==> src/rtl/riscv_test_monitor.sv <==
// Watches the core fetch stream and reports a sticky test verdict (pass/fail/timeout/hang)
// together with run counters and a circular history of the last distinct fetch PCs.
module riscv_test_monitor #(
  parameter int              PC_W           = 32,
  parameter logic [PC_W-1:0] PASS_ADDR      = 32'h8000012c,
  parameter logic [PC_W-1:0] FAIL_ADDR      = 32'h80000130,
  parameter int              TIMEOUT_CYCLES = 1000,
  parameter int              STALL_LIMIT    = 64,
  parameter int              CNT_W          = 32,
  parameter int              HIST_DEPTH     = 8,
  parameter int              HIST_AW        = 3
) (
  input  logic               clk_i,
  input  logic               rst_i,
  input  logic               start_i,
  input  logic               fetch_valid_i,
  input  logic [PC_W-1:0]    fetch_pc_i,
  input  logic [HIST_AW-1:0] hist_idx_i,
  output logic               running_o,
  output logic               done_o,
  output logic [2:0]         status_o,
  output logic [CNT_W-1:0]   cycle_count_o,
  output logic [CNT_W-1:0]   fetch_count_o,
  output logic [PC_W-1:0]    final_pc_o,
  output logic [PC_W-1:0]    hist_pc_o,
  output logic [HIST_AW:0]   hist_count_o
);

  typedef enum logic [1:0] {
    S_IDLE = 2'd0,
    S_RUN  = 2'd1,
    S_DONE = 2'd2
  } state_e;

  localparam logic [2:0] ST_NONE    = 3'd0;
  localparam logic [2:0] ST_PASS    = 3'd1;
  localparam logic [2:0] ST_FAIL    = 3'd2;
  localparam logic [2:0] ST_TIMEOUT = 3'd3;
  localparam logic [2:0] ST_HANG    = 3'd4;

  localparam logic [CNT_W-1:0] TIMEOUT_LAST = CNT_W'(TIMEOUT_CYCLES - 1);
  localparam logic [CNT_W-1:0] STALL_LAST   = CNT_W'(STALL_LIMIT - 1);
  localparam logic [HIST_AW:0] HIST_FULL    = (HIST_AW+1)'(HIST_DEPTH);

  state_e             state_q, state_d;
  logic [2:0]         status_q, status_d;
  logic [CNT_W-1:0]   cycle_count_q, cycle_count_d;
  logic [CNT_W-1:0]   fetch_count_q, fetch_count_d;
  logic [CNT_W-1:0]   stall_cnt_q, stall_cnt_d;
  logic [PC_W-1:0]    final_pc_q, final_pc_d;
  logic [PC_W-1:0]    last_pc_q, last_pc_d;
  logic               first_fetch_q, first_fetch_d;
  logic [HIST_AW-1:0] wr_ptr_q, wr_ptr_d;
  logic [HIST_AW:0]   hist_count_q, hist_count_d;
  logic [PC_W-1:0]    hist_q [HIST_DEPTH];
  logic [PC_W-1:0]    hist_d [HIST_DEPTH];

  logic               new_pc;
  logic [HIST_AW-1:0] rd_ptr;

  assign new_pc = first_fetch_q || (fetch_pc_i != last_pc_q);

  always_comb begin
    state_d       = state_q;
    status_d      = status_q;
    cycle_count_d = cycle_count_q;
    fetch_count_d = fetch_count_q;
    stall_cnt_d   = stall_cnt_q;
    final_pc_d    = final_pc_q;
    last_pc_d     = last_pc_q;
    first_fetch_d = first_fetch_q;
    wr_ptr_d      = wr_ptr_q;
    hist_count_d  = hist_count_q;
    hist_d        = hist_q;

    case (state_q)
      S_IDLE, S_DONE: begin
        if (start_i) begin
          state_d       = S_RUN;
          status_d      = ST_NONE;
          cycle_count_d = '0;
          fetch_count_d = '0;
          stall_cnt_d   = '0;
          final_pc_d    = '0;
          last_pc_d     = '0;
          first_fetch_d = 1'b1;
          wr_ptr_d      = '0;
          hist_count_d  = '0;
          for (int i = 0; i < HIST_DEPTH; i++) hist_d[i] = '0;
        end
      end
      S_RUN: begin
        if (cycle_count_q != '1) cycle_count_d = cycle_count_q + CNT_W'(1);
        if (fetch_valid_i) begin
          if (fetch_count_q != '1) fetch_count_d = fetch_count_q + CNT_W'(1);
          final_pc_d = fetch_pc_i;
          if (new_pc) begin
            hist_d[wr_ptr_q] = fetch_pc_i;
            wr_ptr_d         = wr_ptr_q + HIST_AW'(1);
            if (hist_count_q != HIST_FULL) hist_count_d = hist_count_q + (HIST_AW+1)'(1);
            stall_cnt_d   = '0;
            last_pc_d     = fetch_pc_i;
            first_fetch_d = 1'b0;
          end else if (stall_cnt_q != '1) begin
            stall_cnt_d = stall_cnt_q + CNT_W'(1);
          end
        end
        // Verdict priority: pass, fail, timeout, hang.
        if (fetch_valid_i && fetch_pc_i == PASS_ADDR) begin
          state_d  = S_DONE;
          status_d = ST_PASS;
        end else if (fetch_valid_i && fetch_pc_i == FAIL_ADDR) begin
          state_d  = S_DONE;
          status_d = ST_FAIL;
        end else if (cycle_count_q == TIMEOUT_LAST) begin
          state_d  = S_DONE;
          status_d = ST_TIMEOUT;
        end else if (fetch_valid_i && !new_pc && stall_cnt_q == STALL_LAST) begin
          state_d  = S_DONE;
          status_d = ST_HANG;
        end
      end
      default: state_d = S_IDLE;
    endcase
  end

  always_ff @(posedge clk_i) begin
    if (rst_i) begin
      state_q       <= S_IDLE;
      status_q      <= ST_NONE;
      cycle_count_q <= '0;
      fetch_count_q <= '0;
      stall_cnt_q   <= '0;
      final_pc_q    <= '0;
      last_pc_q     <= '0;
      first_fetch_q <= 1'b1;
      wr_ptr_q      <= '0;
      hist_count_q  <= '0;
      for (int i = 0; i < HIST_DEPTH; i++) hist_q[i] <= '0;
    end else begin
      state_q       <= state_d;
      status_q      <= status_d;
      cycle_count_q <= cycle_count_d;
      fetch_count_q <= fetch_count_d;
      stall_cnt_q   <= stall_cnt_d;
      final_pc_q    <= final_pc_d;
      last_pc_q     <= last_pc_d;
      first_fetch_q <= first_fetch_d;
      wr_ptr_q      <= wr_ptr_d;
      hist_count_q  <= hist_count_d;
      for (int i = 0; i < HIST_DEPTH; i++) hist_q[i] <= hist_d[i];
    end
  end

  // Most recent entry sits just behind the write pointer.
  assign rd_ptr    = wr_ptr_q - HIST_AW'(1) - hist_idx_i;
  assign hist_pc_o = ({1'b0, hist_idx_i} < hist_count_q) ? hist_q[rd_ptr] : '0;

  assign running_o     = (state_q == S_RUN);
  assign done_o        = (state_q == S_DONE);
  assign status_o      = status_q;
  assign cycle_count_o = cycle_count_q;
  assign fetch_count_o = fetch_count_q;
  assign final_pc_o    = final_pc_q;
  assign hist_count_o  = hist_count_q;

endmodule

==> config.mk <==
export PLATFORM = sky130hd
export DESIGN_NAME = riscv_test_monitor
export DESIGN_NICKNAME = d
export VERILOG_FILES = /design/src/rtl/riscv_test_monitor.sv
export SDC_FILE = /design/constraint.sdc
export NUM_CORES = 1
export LEC_CHECK = 0
export BUFFER_PORTS_ARGS = -buffer_cell sky130_fd_sc_hd__buf_2
export CORE_ASPECT_RATIO = 1.1
export CORE_MARGIN = 2
export CORE_UTILIZATION = 55
export CTS_CLUSTER_DIAMETER = 100
export DETAILED_ROUTE_END_ITERATION = 10
export GPL_ROUTABILITY_DRIVEN = 0
export GPL_TIMING_DRIVEN = 0
export PLACE_DENSITY = 0.77
export SETUP_SLACK_MARGIN = 0.15
export SYNTH_ARGS = -nofsm -noshare
export SYNTH_HDL_FRONTEND = slang
export SYNTH_SLANG_ARGS = --single-unit
==> constraint.sdc <==
create_clock -name clk_i -period 11 [get_ports clk_i]
set_clock_uncertainty 0.1 [all_clocks]
set_input_delay 2.2 -clock clk_i [delete_from_list [all_inputs] [get_ports clk_i]]
set_output_delay 2.2 -clock clk_i [all_outputs]
set_load 0.02 [all_outputs]
==> flow_results.xml <==
<?xml version="1.0" encoding="UTF-8"?>
<metrics>
  <group name="power">
    <metric name="cellInternalPower" unit="uW">2680</metric>
    <metric name="power.density" unit="nW/um2">174</metric>
    <metric name="power.combinational.fraction" unit="%">12.8</metric>
    <metric name="irDropWorstVdd" unit="mV">0.134</metric>
    <metric name="p_leak" unit="uW">0.00792</metric>
    <metric name="seq_power_share" unit="%">43.7</metric>
    <metric name="power.switching" unit="uW">958</metric>
    <metric name="power_switching_share" unit="%">26.3</metric>
    <metric name="clkPwrFrac" unit="%">43.5</metric>
  </group>
  <group name="final_layout">
    <metric name="finalNetCount" unit="">1992</metric>
    <metric name="final_layout_size_suffix_gt1_share" unit="%">20.0</metric>
    <metric name="syn_to_final_growth" unit="%">16.5</metric>
  </group>
  <group name="logic_synthesis">
    <metric name="postSynthNetCount" unit="">1773</metric>
    <metric name="ys_seq_elements" unit="">429</metric>
    <metric name="synth_seq_area_share" unit="%">47.9</metric>
    <metric name="count_of_flip_flops_with_a_built_in_enable_after_synthesis" unit="">0</metric>
    <metric name="synth_cell_type_count" unit="">70</metric>
    <metric name="synth-main-ff-cell" unit="">sky130_fd_sc_hd__dfxtp_1</metric>
    <metric name="synthesis.area_per_instance" unit="um2">10.4</metric>
    <metric name="async_flop_share" unit="%">0</metric>
    <metric name="syn-instance-count" unit="">1724</metric>
    <metric name="synth-warning-count" unit="">0</metric>
    <metric name="synth.cell_area" unit="um2">17900</metric>
  </group>
  <group name="worst_setup_path">
    <metric name="cp-start-kind" unit="">input port</metric>
    <metric name="reg2reg_from" unit="">state_q[0]</metric>
    <metric name="cp-startpoint" unit="">hist_idx_i[0]</metric>
    <metric name="timing.critical_path.cells" unit="">buf_2 &gt; inv_1 &gt; ha_1 &gt; inv_1 &gt; fa_1 &gt; clkbuf_1 &gt; buf_2 &gt; mux4_2 &gt; nand2_1 &gt; a21oi_1 &gt; buf_2</metric>
    <metric name="critical_path.most_common_cell" unit="">sky130_fd_sc_hd__buf_2</metric>
    <metric name="category_of_the_most_critical_setup_path" unit="">input port to output port</metric>
    <metric name="critical_path.slowest_cell" unit="">sky130_fd_sc_hd__clkbuf_1</metric>
    <metric name="cp.required" unit="ns">8.70</metric>
    <metric name="crit_fanout" unit="">10</metric>
    <metric name="endpoint_kind" unit="">output port</metric>
    <metric name="critical_path.max_stage_delay" unit="ns">0.60</metric>
    <metric name="arrival" unit="ns">5.10</metric>
  </group>
  <group name="routing">
    <metric name="detail-route-antenna-nets" unit="">0</metric>
    <metric name="drt-pass1-iter-count" unit="">6</metric>
    <metric name="detail_route.drc_violations" unit="">0</metric>
    <metric name="initialDrtViolationCount" unit="">1339</metric>
    <metric name="route.final.wire_length" unit="mm">51.7</metric>
    <metric name="vias_per_cell" unit="">6.31</metric>
    <metric name="route.detailed.wl_per_inst" unit="um">21.5</metric>
    <metric name="via_count" unit="">15200</metric>
  </group>
  <group name="global_routing">
    <metric name="antenna_found_initial" unit="">4</metric>
    <metric name="largest_net_degree_at_the_start_of_global_routing" unit="">16</metric>
    <metric name="grt_pass1_wl" unit="mm">80.6</metric>
    <metric name="total_global_route_track_usage" unit="%">29.6</metric>
    <metric name="globalRouteOverflowTotal" unit="">0</metric>
    <metric name="grt_pass1_vias" unit="">14800</metric>
  </group>
  <group name="cts">
    <metric name="cts_repair_resize_count" unit="">0</metric>
    <metric name="worst_skew_pair.late_latency" unit="ns">0.55</metric>
    <metric name="path_clk_slew" unit="ns">0.06</metric>
    <metric name="ctsLongestPathBuffers" unit="">3</metric>
    <metric name="cts.root.buffer_cell" unit="">sky130_fd_sc_hd__clkbuf_16</metric>
    <metric name="postCtsSetupBuffers" unit="">0</metric>
    <metric name="tritoncts_num_sinks" unit="">429</metric>
    <metric name="cts-buffers-inserted" unit="">43</metric>
    <metric name="cts_hold_buf" unit="">0</metric>
    <metric name="cts.htree.levels" unit="">2</metric>
    <metric name="tritoncts" unit="">done</metric>
  </group>
  <group name="timing">
    <metric name="rsz_0062_raised_after_global_routing" unit="">no</metric>
    <metric name="min_period_over_period" unit="%">67.3</metric>
    <metric name="totalNegativeSetupSlack" unit="ns">0</metric>
    <metric name="fin_hold_ws" unit="ns">0.350</metric>
    <metric name="setup_viol" unit="">0</metric>
    <metric name="fmax" unit="GHz">0.135</metric>
    <metric name="report.final.hold_viol_count" unit="">0</metric>
    <metric name="worst_slew_pin_slew" unit="ns">1.09</metric>
    <metric name="timing.slew.headroom" unit="%">27.4</metric>
    <metric name="fin_crit" unit="ns">7.40</metric>
    <metric name="final_slew_violations" unit="">0</metric>
  </group>
  <group name="die">
    <metric name="die_area" unit="um2">34100</metric>
    <metric name="core_region_area" unit="um2">32200</metric>
    <metric name="initial_utilization" unit="%">55.7</metric>
    <metric name="fp-row-count" unit="">69</metric>
    <metric name="chipWidth" unit="um">176</metric>
    <metric name="fp.dieH" unit="um">193</metric>
    <metric name="ios" unit="">176</metric>
  </group>
  <group name="outcome">
    <metric name="run_status" unit="">completed</metric>
  </group>
  <group name="hold_path">
    <metric name="timing.hold.worst.start" unit="">final_pc_o[8]</metric>
    <metric name="hold_path_class" unit="">register to register</metric>
  </group>
  <group name="placed_design">
    <metric name="hpwlAfterDp" unit="mm">37.1</metric>
    <metric name="portBuffers" unit="">174</metric>
  </group>
  <group name="job">
    <metric name="cap_violations" unit="">0</metric>
  </group>
</metrics>
## synthesized netlist by cell type, types with 5 or more instances
library cell                instances  area [um2]
sky130_fd_sc_hd__o31ai_1            6        45.0
sky130_fd_sc_hd__nor4b_1            6        52.6
sky130_fd_sc_hd__nand2_1          151         567
sky130_fd_sc_hd__buf_4             14         105
sky130_fd_sc_hd__or2_2              8        50.1
sky130_fd_sc_hd__clkbuf_1          82         308
sky130_fd_sc_hd__ha_1               9         113
sky130_fd_sc_hd__and3_1            21         131
sky130_fd_sc_hd__inv_1             15        56.3
sky130_fd_sc_hd__o2bb2ai_1         67         587
sky130_fd_sc_hd__nor2b_1            5        31.3
sky130_fd_sc_hd__a22o_1           229        2010
sky130_fd_sc_hd__nand3_1           61         305
sky130_fd_sc_hd__xnor2_1           32         280
sky130_fd_sc_hd__dfxtp_1          429        8590
sky130_fd_sc_hd__mux4_2            64        1440
sky130_fd_sc_hd__a21oi_1           85         425
sky130_fd_sc_hd__nor3b_1            5        37.5
sky130_fd_sc_hd__o21ai_0           37         185
sky130_fd_sc_hd__nor4_1            22         138
sky130_fd_sc_hd__buf_2             30         150
sky130_fd_sc_hd__a32o_1             7        70.1
sky130_fd_sc_hd__nor3_1            13        65.1
sky130_fd_sc_hd__nand2_2            6        37.5
sky130_fd_sc_hd__o2111ai_1          6        52.6
sky130_fd_sc_hd__nand2b_1           9        56.3
sky130_fd_sc_hd__nand4_1           29         181
sky130_fd_sc_hd__buf_1              6        22.5
sky130_fd_sc_hd__and4_1            14         123
sky130_fd_sc_hd__and2_1             8        50.1
sky130_fd_sc_hd__xor2_1            63         552
sky130_fd_sc_hd__or3_1             23         144
sky130_fd_sc_hd__nor2_1           103         387
## per-layer routing
metal,GRT usage [%],part of all wire (%)
met5,0,0
met4,12.2,3.3
met3,5.01,7.6
met2,49.8,49
met1,37.6,40
## per-stage QoR
stage | total power, uW | instance area, um2 | utilization (%) | setup slack [ns] | cells
floorplan | 1940 | 17900 | - | 4.39 | 1724
global placement | 2070 | 19300 | 60.0 | 3.66 | 2324
detailed placement | 2080 | 19300 | 60.0 | 3.62 | 2324
CTS | 3640 | 20900 | 64.8 | 3.64 | 2404
global route | 3750 | 20900 | 64.8 | 3.44 | 2407
finish | 3640 | 20900 | 64.8 | 3.60 | 2407
## final cells by class
cell class | instances | area, um2
antenna | 3 | 7.51
buffer | 133 | 597
clock buffer | 59 | 1240
clock inverter | 21 | 303
fill | 2491 | 11300
inverter | 16 | 60.1
multi-input combinational | 1146 | 8680
sequential | 429 | 8590
tap | 426 | 533
timing repair buffer | 174 | 871
## registers in the layout, summed over array words and instances (netlist names)
signal / count
cycle_count_o: 32
fetch_count_o: 32
final_pc_o: 32
first_fetch_q: 1
hist_count_o: 4
hist_q: 256
last_pc_q: 32
stall_cnt_q: 32
state_q: 2
status_o: 3
wr_ptr_q: 3
## power by group through the flow
stage	Sequential (uW)	Combinational (uW)	Clock, uW
floorplan	1630	309	0
global placement	1620	451	0
detailed placement	1630	458	0
CTS	1590	460	1590
global route	1590	491	1660
finish	1590	465	1580
## cells by family after synthesis
group,synth area share [%]
fa+ha+maj,0.740
buf+inv,3.66
compound gates,20.3
xor+xnor,4.64
flops,47.9
simple gates,14.6
mux,8.16
## worst max-delay path: cells and delay by family
family          cells  cell delay [ns]
fa+ha+maj           2             0.61
buf+inv             6             1.50
simple gates        1             0.08
mux                 1             0.57
compound gates      1             0.12
## cell usage in the layout, fill, tap and decap left out, types with 29 or more instances in the layout
| master | Yosys | routed |
|---|---|---|
| sky130_fd_sc_hd__clkbuf_1 | 82 | 89 |
| sky130_fd_sc_hd__o21ai_0 | 37 | 37 |
| sky130_fd_sc_hd__nor2_1 | 103 | 103 |
| sky130_fd_sc_hd__a22o_1 | 229 | 229 |
| sky130_fd_sc_hd__xnor2_1 | 32 | 32 |
| sky130_fd_sc_hd__mux4_2 | 64 | 64 |
| sky130_fd_sc_hd__buf_2 | 30 | 204 |
| sky130_fd_sc_hd__dfxtp_1 | 429 | 429 |
| sky130_fd_sc_hd__nand4_1 | 29 | 29 |
| sky130_fd_sc_hd__nand3_1 | 61 | 61 |
| sky130_fd_sc_hd__clkbuf_16 | 0 | 44 |
| sky130_fd_sc_hd__nand2_1 | 151 | 151 |
| sky130_fd_sc_hd__a21oi_1 | 85 | 85 |
| sky130_fd_sc_hd__o2bb2ai_1 | 67 | 67 |
| sky130_fd_sc_hd__xor2_1 | 63 | 63 |
## path summary, 6_finish.rpt
path                   endpoint  slack, ns  cells past startpoint
setup / recovery   hist_pc_o[4]       3.60                     11
hold / removal    final_pc_o[8]       0.35                      2
setup reg to reg     hist_q[29]       7.78                      8
hold reg to reg   final_pc_o[8]       0.35                      2
(Power assumes the default switching activity.)
